## config.mk

```make
export PLATFORM = sky130hd
export DESIGN_NAME = apb_rr_arbiter
export DESIGN_NICKNAME = d
export VERILOG_FILES = /design/src/rtl/apb_rr_arbiter.sv
export SDC_FILE = /design/constraint.sdc
export NUM_CORES = 1
export LEC_CHECK = 0
export BUFFER_PORTS_ARGS = -buffer_cell sky130_fd_sc_hd__buf_4
export CAP_MARGIN = 20
export CORE_AREA = 10 10 201 203
export CTS_BUF_LIST = sky130_fd_sc_hd__clkbuf_8
export CTS_CLUSTER_DIAMETER = 60
export CTS_CLUSTER_SIZE = 14
export DETAILED_ROUTE_END_ITERATION = 6
export DIE_AREA = 0 0 211 213
export GPL_ROUTABILITY_DRIVEN = 1
export GPL_TIMING_DRIVEN = 0
export HOLD_SLACK_MARGIN = 0.05
export SLEW_MARGIN = 30
export SYNTH_ARGS = -nofsm -noshare
export SYNTH_HDL_FRONTEND = slang
export SYNTH_SLANG_ARGS = --single-unit
```

## constraint.sdc

```tcl
create_clock -name clk_i -period 2.91 [get_ports clk_i]
set_input_delay 0.1455 -clock clk_i [delete_from_list [all_inputs] [get_ports clk_i]]
set_output_delay 0.1455 -clock clk_i [all_outputs]
set_load 0.02 [all_outputs]
```

## src/rtl/apb_rr_arbiter.sv

```systemverilog
`default_nettype none
// ============================================================================
// Module      : apb_rr_arbiter
// Description : Round-robin arbiter sharing one APB4 requester port between
//               NoMasters upstream APB4 requesters. Optional ACCESS timeout
//               enabled by defining APB_RR_ARB_TIMEOUT_EN.
// Revision    : 1.0 - initial release
// ============================================================================
module apb_rr_arbiter #(
  parameter int NoMasters     = 4,
  parameter int AddrWidth     = 32,
  parameter int DataWidth     = 32,
  parameter int TimeoutCycles = 256,
  localparam int STRB_W = DataWidth / 8,
  localparam int REQ_W  = AddrWidth + 3 + 3 + DataWidth + STRB_W,
  localparam int RESP_W = DataWidth + 2,
  localparam int IDX_W  = $clog2(NoMasters)
) (
  input  logic                        clk_i,
  input  logic                        rst_i,
  input  logic [NoMasters*REQ_W-1:0]  mst_req_i,
  output logic [NoMasters*RESP_W-1:0] mst_resp_o,
  output logic [REQ_W-1:0]            slv_req_o,
  input  logic [RESP_W-1:0]           slv_resp_i,
  output logic [IDX_W-1:0]            gnt_idx_o,
  output logic                        busy_o
);

  typedef struct packed {
    logic [AddrWidth-1:0] paddr;
    logic [2:0]           pprot;
    logic                 psel;
    logic                 penable;
    logic                 pwrite;
    logic [DataWidth-1:0] pwdata;
    logic [STRB_W-1:0]    pstrb;
  } apb_req_t;

  typedef struct packed {
    logic                 pready;
    logic [DataWidth-1:0] prdata;
    logic                 pslverr;
  } apb_resp_t;

  localparam logic [1:0] c_IDLE   = 2'd0;
  localparam logic [1:0] c_SETUP  = 2'd1;
  localparam logic [1:0] c_ACCESS = 2'd2;
  localparam logic [1:0] c_RESP   = 2'd3;

  logic [1:0]           r_state;
  logic [IDX_W-1:0]     r_rr_ptr;
  logic [IDX_W-1:0]     r_gnt;
  apb_req_t             r_req;
  logic [DataWidth-1:0] r_rdata;
  logic                 r_slverr;

  apb_req_t             w_mst_req [NoMasters];
  logic [NoMasters-1:0] w_cand;
  logic [NoMasters-1:0] w_unused_penable;
  apb_resp_t            w_slv_resp;
  apb_req_t             w_slv_req;
  logic                 w_found;
  logic [IDX_W-1:0]     w_pick;
  logic [IDX_W-1:0]     w_pick_next;
  logic [IDX_W-1:0]     w_j;
  logic                 w_timeout;

  assign w_slv_resp = slv_resp_i;

  // Upstream penable is irrelevant: any psel makes a master a candidate.
  for (genvar gi = 0; gi < NoMasters; gi++) begin : g_unpack
    assign w_mst_req[gi]        = mst_req_i[gi*REQ_W +: REQ_W];
    assign w_cand[gi]           = w_mst_req[gi].psel;
    assign w_unused_penable[gi] = w_mst_req[gi].penable;
  end

  always_comb begin
    w_found = 1'b0;
    w_pick  = '0;
    w_j     = '0;
    for (int k = 0; k < NoMasters; k++) begin
      w_j = IDX_W'((int'(r_rr_ptr) + k) % NoMasters);
      if (!w_found && w_cand[w_j]) begin
        w_found = 1'b1;
        w_pick  = w_j;
      end
    end
  end

  assign w_pick_next = (w_pick == IDX_W'(NoMasters - 1)) ? '0 : w_pick + 1'b1;

`ifdef APB_RR_ARB_TIMEOUT_EN
  localparam int CNT_W = $clog2(TimeoutCycles);

  logic [CNT_W-1:0] r_tmo_cnt;

  always_ff @(posedge clk_i or posedge rst_i) begin
    if (rst_i) begin
      r_tmo_cnt <= '0;
    end else if (r_state != c_ACCESS) begin
      r_tmo_cnt <= '0;
    end else if (!w_slv_resp.pready) begin
      r_tmo_cnt <= r_tmo_cnt + 1'b1;
    end
  end

  assign w_timeout = (r_state == c_ACCESS) && !w_slv_resp.pready &&
                     (r_tmo_cnt == CNT_W'(TimeoutCycles - 1));
`else
  logic [31:0] w_unused_tmo;
  assign w_unused_tmo = 32'(TimeoutCycles);
  assign w_timeout    = 1'b0;
`endif

  always_ff @(posedge clk_i or posedge rst_i) begin
    if (rst_i) begin
      r_state  <= c_IDLE;
      r_rr_ptr <= '0;
      r_gnt    <= '0;
      r_req    <= '0;
      r_rdata  <= '0;
      r_slverr <= 1'b0;
    end else begin
      case (r_state)
        c_IDLE: begin
          if (w_found) begin
            r_req    <= w_mst_req[w_pick];
            r_gnt    <= w_pick;
            r_rr_ptr <= w_pick_next;
            r_state  <= c_SETUP;
          end
        end
        c_SETUP: r_state <= c_ACCESS;
        c_ACCESS: begin
          // A real pready wins over a timeout in the same cycle.
          if (w_slv_resp.pready) begin
            r_rdata  <= w_slv_resp.prdata;
            r_slverr <= w_slv_resp.pslverr;
            r_state  <= c_RESP;
          end else if (w_timeout) begin
            r_rdata  <= '0;
            r_slverr <= 1'b1;
            r_state  <= c_RESP;
          end
        end
        c_RESP:  r_state <= c_IDLE;
        default: r_state <= c_IDLE;
      endcase
    end
  end

  always_comb begin
    w_slv_req = '0;
    if (r_state == c_SETUP || r_state == c_ACCESS) begin
      w_slv_req         = r_req;
      w_slv_req.psel    = 1'b1;
      w_slv_req.penable = (r_state == c_ACCESS);
    end
  end

  assign slv_req_o = w_slv_req;

  for (genvar gi = 0; gi < NoMasters; gi++) begin : g_resp
    assign mst_resp_o[gi*RESP_W +: RESP_W] =
      (r_state == c_RESP && r_gnt == IDX_W'(gi)) ? {1'b1, r_rdata, r_slverr} : '0;
  end

  assign gnt_idx_o = r_gnt;
  assign busy_o    = (r_state != c_IDLE);

endmodule
`default_nettype wire

```

==> results.ini, run 1 <==
[synthesis]
avgSynthCellArea_um2 = 9.14
synthArstFlopShare_pct = 100
ys_ff_latch = 111
syn_inst = 923
synth_area_leaders = dfrtp_1, and2_1, and3_1, a211oi_2, a211oi_1
synth_top_area_cell = dfrtp_1
ys.flop_type = dfrtp_1
yosys_warnings = 0
yosys.cell_types.count = 37
synth_top_area_share_pct = 32.9
synth-edff-count = 0
syn_nets = 1259
syn-cell-area_um2 = 8440
yosysSeqAreaShare_pct = 32.9

[critical_path]
critical_path_peak_fanout = 11
worst_path_largest_cell_delay_ps = 690
cp.buffers_inverters = 3
r2r_slack_ps = 380
required_ps = 2760
start_kind = flop
reg2reg_depth = 7
crit_type = reg2out
cp-end-kind = output pin
reg2reg_to = r_req[42]
path_cells = inv_1, ha_1, clkbuf_1, and2_1, buf_4
path_delay_family = buffers and inverters
cpMaxStageDelayCell = ha_1
arrival_ps = 2530
worstReg2RegStart = r_rr_ptr[1]

[placement]
io_buffer_count = 540
dp.cells = 1936
dpl_cell_area_um2 = 13200
gp_congestion = 0.894
dp_hpwl_um = 38200

[power]
p_seq_share_pct = 20.9
power.total_mw = 14.1
max-vdd-ir-drop_uv = 493
p_int_mw = 7.04
power.switching_mw = 7.03
power.density_nw_per_um2 = 922
p_comb_share_pct = 71.0
switching_share_pct = 50.0
leakage_nw = 7.18
power.share.clock_pct = 8.1

[cts]
cts_max_level = 3
cts-root-buf = clkbuf_8
path_clk_slew_ps = 110
cts_tree = done
cts_setup_buffers = 0
clk_latency_ps = 440
cts_buffers = 9
cts.sinks = 111
cts_buffer_depth = 2

[cells_and_area]
stdcell_area_um2 = 15300
fin_cells = 2134
syn2layout_area_growth_pct = 81.0
final_net_count = 1997
multi_input_area_um2 = 5170
final_common_cell = buf_4
final_cell_mix = buf_4, and2_1, dlygate4sd3_1
drive_gt1_share_pct = 45.2
final_util_pct = 42.1
regArea_um2 = 2780
fill_cells = 3585
diodes = 0

[grt]
antenna_found_initial = 1
grt_pass1_wl_um = 69600
grt_start_max_net_pins = 25
grtUsageTotal_pct = 20.4
grt_pass1_vias = 11100
grt-ovfl-total = 0

[hold_path]
hold_class = in2reg
min_from = mst_req_i[173]
whs_endpoint = r_req[25]
whs_path_depth = 3

[sta]
slew_headroom_pct = 47.1
setup_violations = 0
worst_slew_pin_slew_ps = 792
rsz0062_at_grt = false
fmax_mhz = 374
finalHoldViolCount = 0
drv_slew = 0
skew_ps = 12.1
period_minus_slack_ps = 2670
setup_tns_ps = 0
fin_crit_sh_pct = 91.8

[floorplanning]
dieArea_um2 = 44900
fp.dieW_um = 211
io_pins = 545
die_h_um = 213
std_cell_rows = 70
start_util_pct = 23.3
core_um2 = 36300

[job]
cap_violations = 0

[drt]
wl_um = 47500
vias = 10200
ant_nets = 0
avgRoutedWirePerCell_um = 22.2
firstDrtPassIters = 5
drc = 0
viasPerCell = 4.79
initialDrtViolationCount = 556

[run_status]
status = completed

==> cell usage after synthesis, types with 3 or more instances <==
master,instances
and2_1,205
a211oi_2,69
buf_2,17
nor3_1,22
dfrtp_1,111
clkbuf_1,62
inv_1,7
buf_8,6
nor2_1,75
ha_1,4
nand2_1,7
and3_1,145
o21ai_0,5
a211oi_1,75
buf_1,4
nor3_2,50
buf_6,3
mux2_2,34
==> cell families (layout without fill, tap and decap cells) <==
family / count (synthesis) / after routing / synth area share, %
and+or+nand+nor: 513 / 513 / 37.7
buffers and inverters: 101 / 844 / 5.90
xor gates and xnor gates: 1 / 1 / 0.104
AOI/OAI and AO/OA: 158 / 158 / 18.1
muxes: 35 / 35 / 4.66
adders and majority gates: 4 / 4 / 0.593
DFF: 111 / 111 / 32.9
==> through the flow <==
step	setup WS [ps]	hold slack, ps
final	237	95.9
after CTS	110	54.1
after global routing	10.5	82.6
after detailed placement	-57.6	168
after floorplan	1010	296
after global placement	-78.0	379
==> power by group through the flow <==
| stage | Clock [mW] | Sequential [mW] | Combinational, mW |
|---|---|---|---|
| after CTS | 1.20 | 2.93 | 10.1 |
| final | 1.14 | 2.94 | 9.99 |
| after floorplan | 0 | 2.73 | 5.83 |
| after global routing | 1.25 | 3.05 | 10.7 |
| after global placement | 0 | 2.92 | 9.79 |
| after detailed placement | 0 | 2.97 | 9.86 |
==> worst reg2reg max path, cell delays in order (launching register included) <==
cell and delay (ps):
dfrtp_1 440, mux2i_1 200, o22a_1 260, buf_2 430
clkbuf_1 610, and3_1 310, a211oi_1 70, nor3_1 140
==> layer usage <==
metal  global-route usage [%]  part of all wire, %
met5                        0                    0
met4                     7.89                  3.1
met3                     6.57                  8.9
met2                     37.1                   51
met1                     21.5                   37
==> timing repair <==
action | CTS | global route
hold buffers | 183 | 0
gates resized for setup | 2 | 4
hold endpoints to repair | 157 | 0
setup endpoints to repair | 53 | 7
pin swaps | 0 | 0
==> flip-flops by register name (all words and copies together), names as in the netlist <==
signal	flops
gnt_idx_o	2
r_state	2
r_rdata	32
r_req	72
r_slverr	1
r_rr_ptr	2
==> cell type report <==
class,count,area share (%)
clock buffers,10,0.901
multi-input cells,711,33.9
repair buffers,728,39.3
well taps,468,3.84
clock inverters,6,0.598
inverters,7,0.197
plain buffers,93,3.09
flip-flops and latches,111,18.2
==> worst max-delay path by stage <==
stage	cells past startpoint	from	endpoint
after floorplan	8	r_state[0]	r_req[0]
after global placement	8	r_state[0]	r_req[2]
after detailed placement	8	r_state[0]	r_req[12]
after CTS	8	r_state[0]	r_req[2]
after global routing	5	r_state[0]	slv_req_o[17]
final	5	r_state[0]	slv_req_o[17]
(Power assumes the default switching activity.)
==> run 2: changes to the inputs <==
Settings changed: CORE_AREA 10 10 201 203 to 10 10 203 205, DIE_AREA 0 0 211 213 to 0 0 213 215.
Clock period 2.91 ns to 2.7 ns, I/O delays scaled along.
==> results.ini, run 2 (same netlist as run 1, synthesis figures left out) <==
[run_status]
status = completed

[sta]
drv_slew = 0  ; unchanged
period_minus_slack_ps = 2580
setup_violations = 0  ; unchanged
fmax_mhz = 387
worst_slew_pin_slew_ps = 694  ; -97.4 ps
slew_headroom_pct = 53.7  ; +6.6 points
fin_crit_sh_pct = 95.7
finalHoldViolCount = 0  ; unchanged
skew_ps = 12.4  ; +0.235 ps
rsz0062_at_grt = true
fin_ws_ps = 117  ; -121 ps

[cts]
cts.sinks = 111  ; unchanged
clk_latency_ps = 430  ; about the same
cts_setup_buffers = 0  ; unchanged
cts_buffer_depth = 2  ; unchanged
cts_buffers = 9  ; unchanged
cts_tree = done
cts-root-buf = clkbuf_8
cts_max_level = 3  ; unchanged
path_clk_slew_ps = 120  ; about the same

[placement]
io_buffer_count = 540  ; unchanged
dpl_cell_area_um2 = 13200  ; about the same
gp_congestion = 0.934  ; +4.5%
pre_cts_slack_ps = -236  ; -178 ps
dp.cells = 1942  ; +0.31%
dp_hpwl_um = 37800  ; -0.90%

[cells_and_area]
drive_gt1_share_pct = 45.0  ; -0.20 points
largest_register_ffs = 72  ; unchanged
final_net_count = 2011  ; +0.70%
fill_cells = 3660  ; +2.1%
stdcell_area_um2 = 15400  ; +1.0%
final_cell_mix = buf_4, and2_1, dlygate4sd3_1
final_common_cell = buf_4
largestRegisters = r_req (72), r_rdata (32)
syn2layout_area_growth_pct = 82.9
fin_cells = 2159  ; +1.2%
final_util_pct = 41.4  ; -0.66 points
top_register = r_req

[critical_path]
cp-end-kind = flop
arrival_ps = 2890  ; +360 ps
worst_path_largest_cell_delay_ps = 530  ; -160 ps
required_ps = 3000  ; +240 ps
cpMaxStageDelayCell = a211oi_1
crit_type = reg2reg
start_kind = flop
path_common_cell = inv_1
path_cells = inv_1, ha_2, inv_1, nor2_2, o21ai_2, buf_8, buf_2, a211oi_1, nor3_2
critical_path_peak_fanout = 10  ; -1

[drt]
ant_nets = 0  ; unchanged
avgRoutedWirePerCell_um = 22.1  ; -0.76%
wl_um = 47600  ; +0.41%
vias = 10200  ; -0.28%
firstDrtPassIters = 4  ; -1
initialDrtViolationCount = 511  ; -8.1%
viasPerCell = 4.72  ; -1.4%
drc = 0  ; unchanged

[grt]
grtUsageTotal_pct = 19.8  ; -0.59 points
antenna_found_initial = 3  ; +2
grt_pass1_wl_um = 68800  ; -1.1%
grt_start_max_net_pins = 28  ; +12%
grt_pass1_vias = 11000  ; -1.3%
grt-ovfl-total = 0  ; unchanged

[floorplanning]
dieArea_um2 = 45800  ; +1.9%
io_pins = 545  ; unchanged
std_cell_rows = 71  ; +1.4%
core_um2 = 37200  ; +2.7%
start_util_pct = 22.7  ; -0.60 points
fp.dieW_um = 213  ; +0.95%
die_h_um = 215  ; +0.94%

[hold_path]
hold_class = in2reg

[power]
max-vdd-ir-drop_uv = 536  ; +8.9%
leakage_nw = 7.25  ; +0.97%
power.density_nw_per_um2 = 990  ; +7.5%

[job]
cap_violations = 0  ; unchanged

[run 2: changes by cell type in the layout (fill, tap and decap cells not counted), moves of 2 or more]
| cell | change |
|---|---|
| dlygate4sd3_1 | +14 |
| buf_16 | -2 |
| clkinv_2 | +2 |
| clkinvlp_4 | -3 |
| diode_2 | +5 |
[run 2: final cells by class]
cell class | count | area [um^2] | share of cell area (%)
timing repair buffer | 742 | 6120 | 39.7
antenna | 5 | 12.5 | 0.0811
sequential | 111 | 2780 | 18.0
buffer | 93 | 472 | 3.06
clock buffer | 9 | 124 | 0.803
multi-input combinational | 711 | 5180 | 33.6
tap | 474 | 593 | 3.84
inverter | 7 | 30.0 | 0.195
clock inverter | 7 | 118 | 0.762
[run 2: through the flow]
step | TNS, ps | hold WS (ps) | power (mW)
5_1_grt | -37.3 | 68.4 | 16.3
3_3_place_gp | -20300 | 369 | 13.7
4_1_cts | 0 | 50.7 | 15.4
6_report | 0 | 98.3 | 15.3
2_1_floorplan | 0 | 286 | 9.23
3_5_place_dp | -8730 | 189 | 13.8
[run 2: worst paths after layout]
path / start / endpoint / slack (ps) / cells past startpoint
max: r_state[0] / r_req[2] / 120 / 9
min: mst_req_i[75] / r_req[1] / 100 / 4
max reg2reg: r_state[0] / r_req[2] / 120 / 9
min reg2reg: r_state[0] / r_state[0] / 560 / 1
max in group asynchronous: rst_i / r_req[73] / 1670 / 5
min in group asynchronous: rst_i / r_req[10] / 290 / 3
[run 2: layer usage]
layer	track usage (%)	wire length, um
met5	0	0
met3	6.20	4080
met4	9.62	2000
met2	35.0	24000
met1	20.9	17600
[run 2: report_power, final]
group | switching, mW | leakage, nW | internal, mW
Sequential | 0.633 | 1.26 | 2.53
Clock | 0.687 | 0.124 | 0.620
Combinational | 6.27 | 5.86 | 4.53
[run 2: worst max-delay path, delay by kind of cell, from the launching register on]
| kind | cells | cell delay, ps |
|---|---|---|
| AOI/OAI and AO/OA | 2 | 750 |
| adders and majority gates | 1 | 250 |
| DFF | 1 | 420 |
| and+or+nand+nor | 2 | 400 |
| buffers and inverters | 4 | 630 |
[run 2: repair_timing]
item                                    in CTS  in global routing
hold buffers                               197                  0
endpoints found under the setup margin     130                 43
hold endpoints to repair                   168                  0
resized for setup                            4                  4
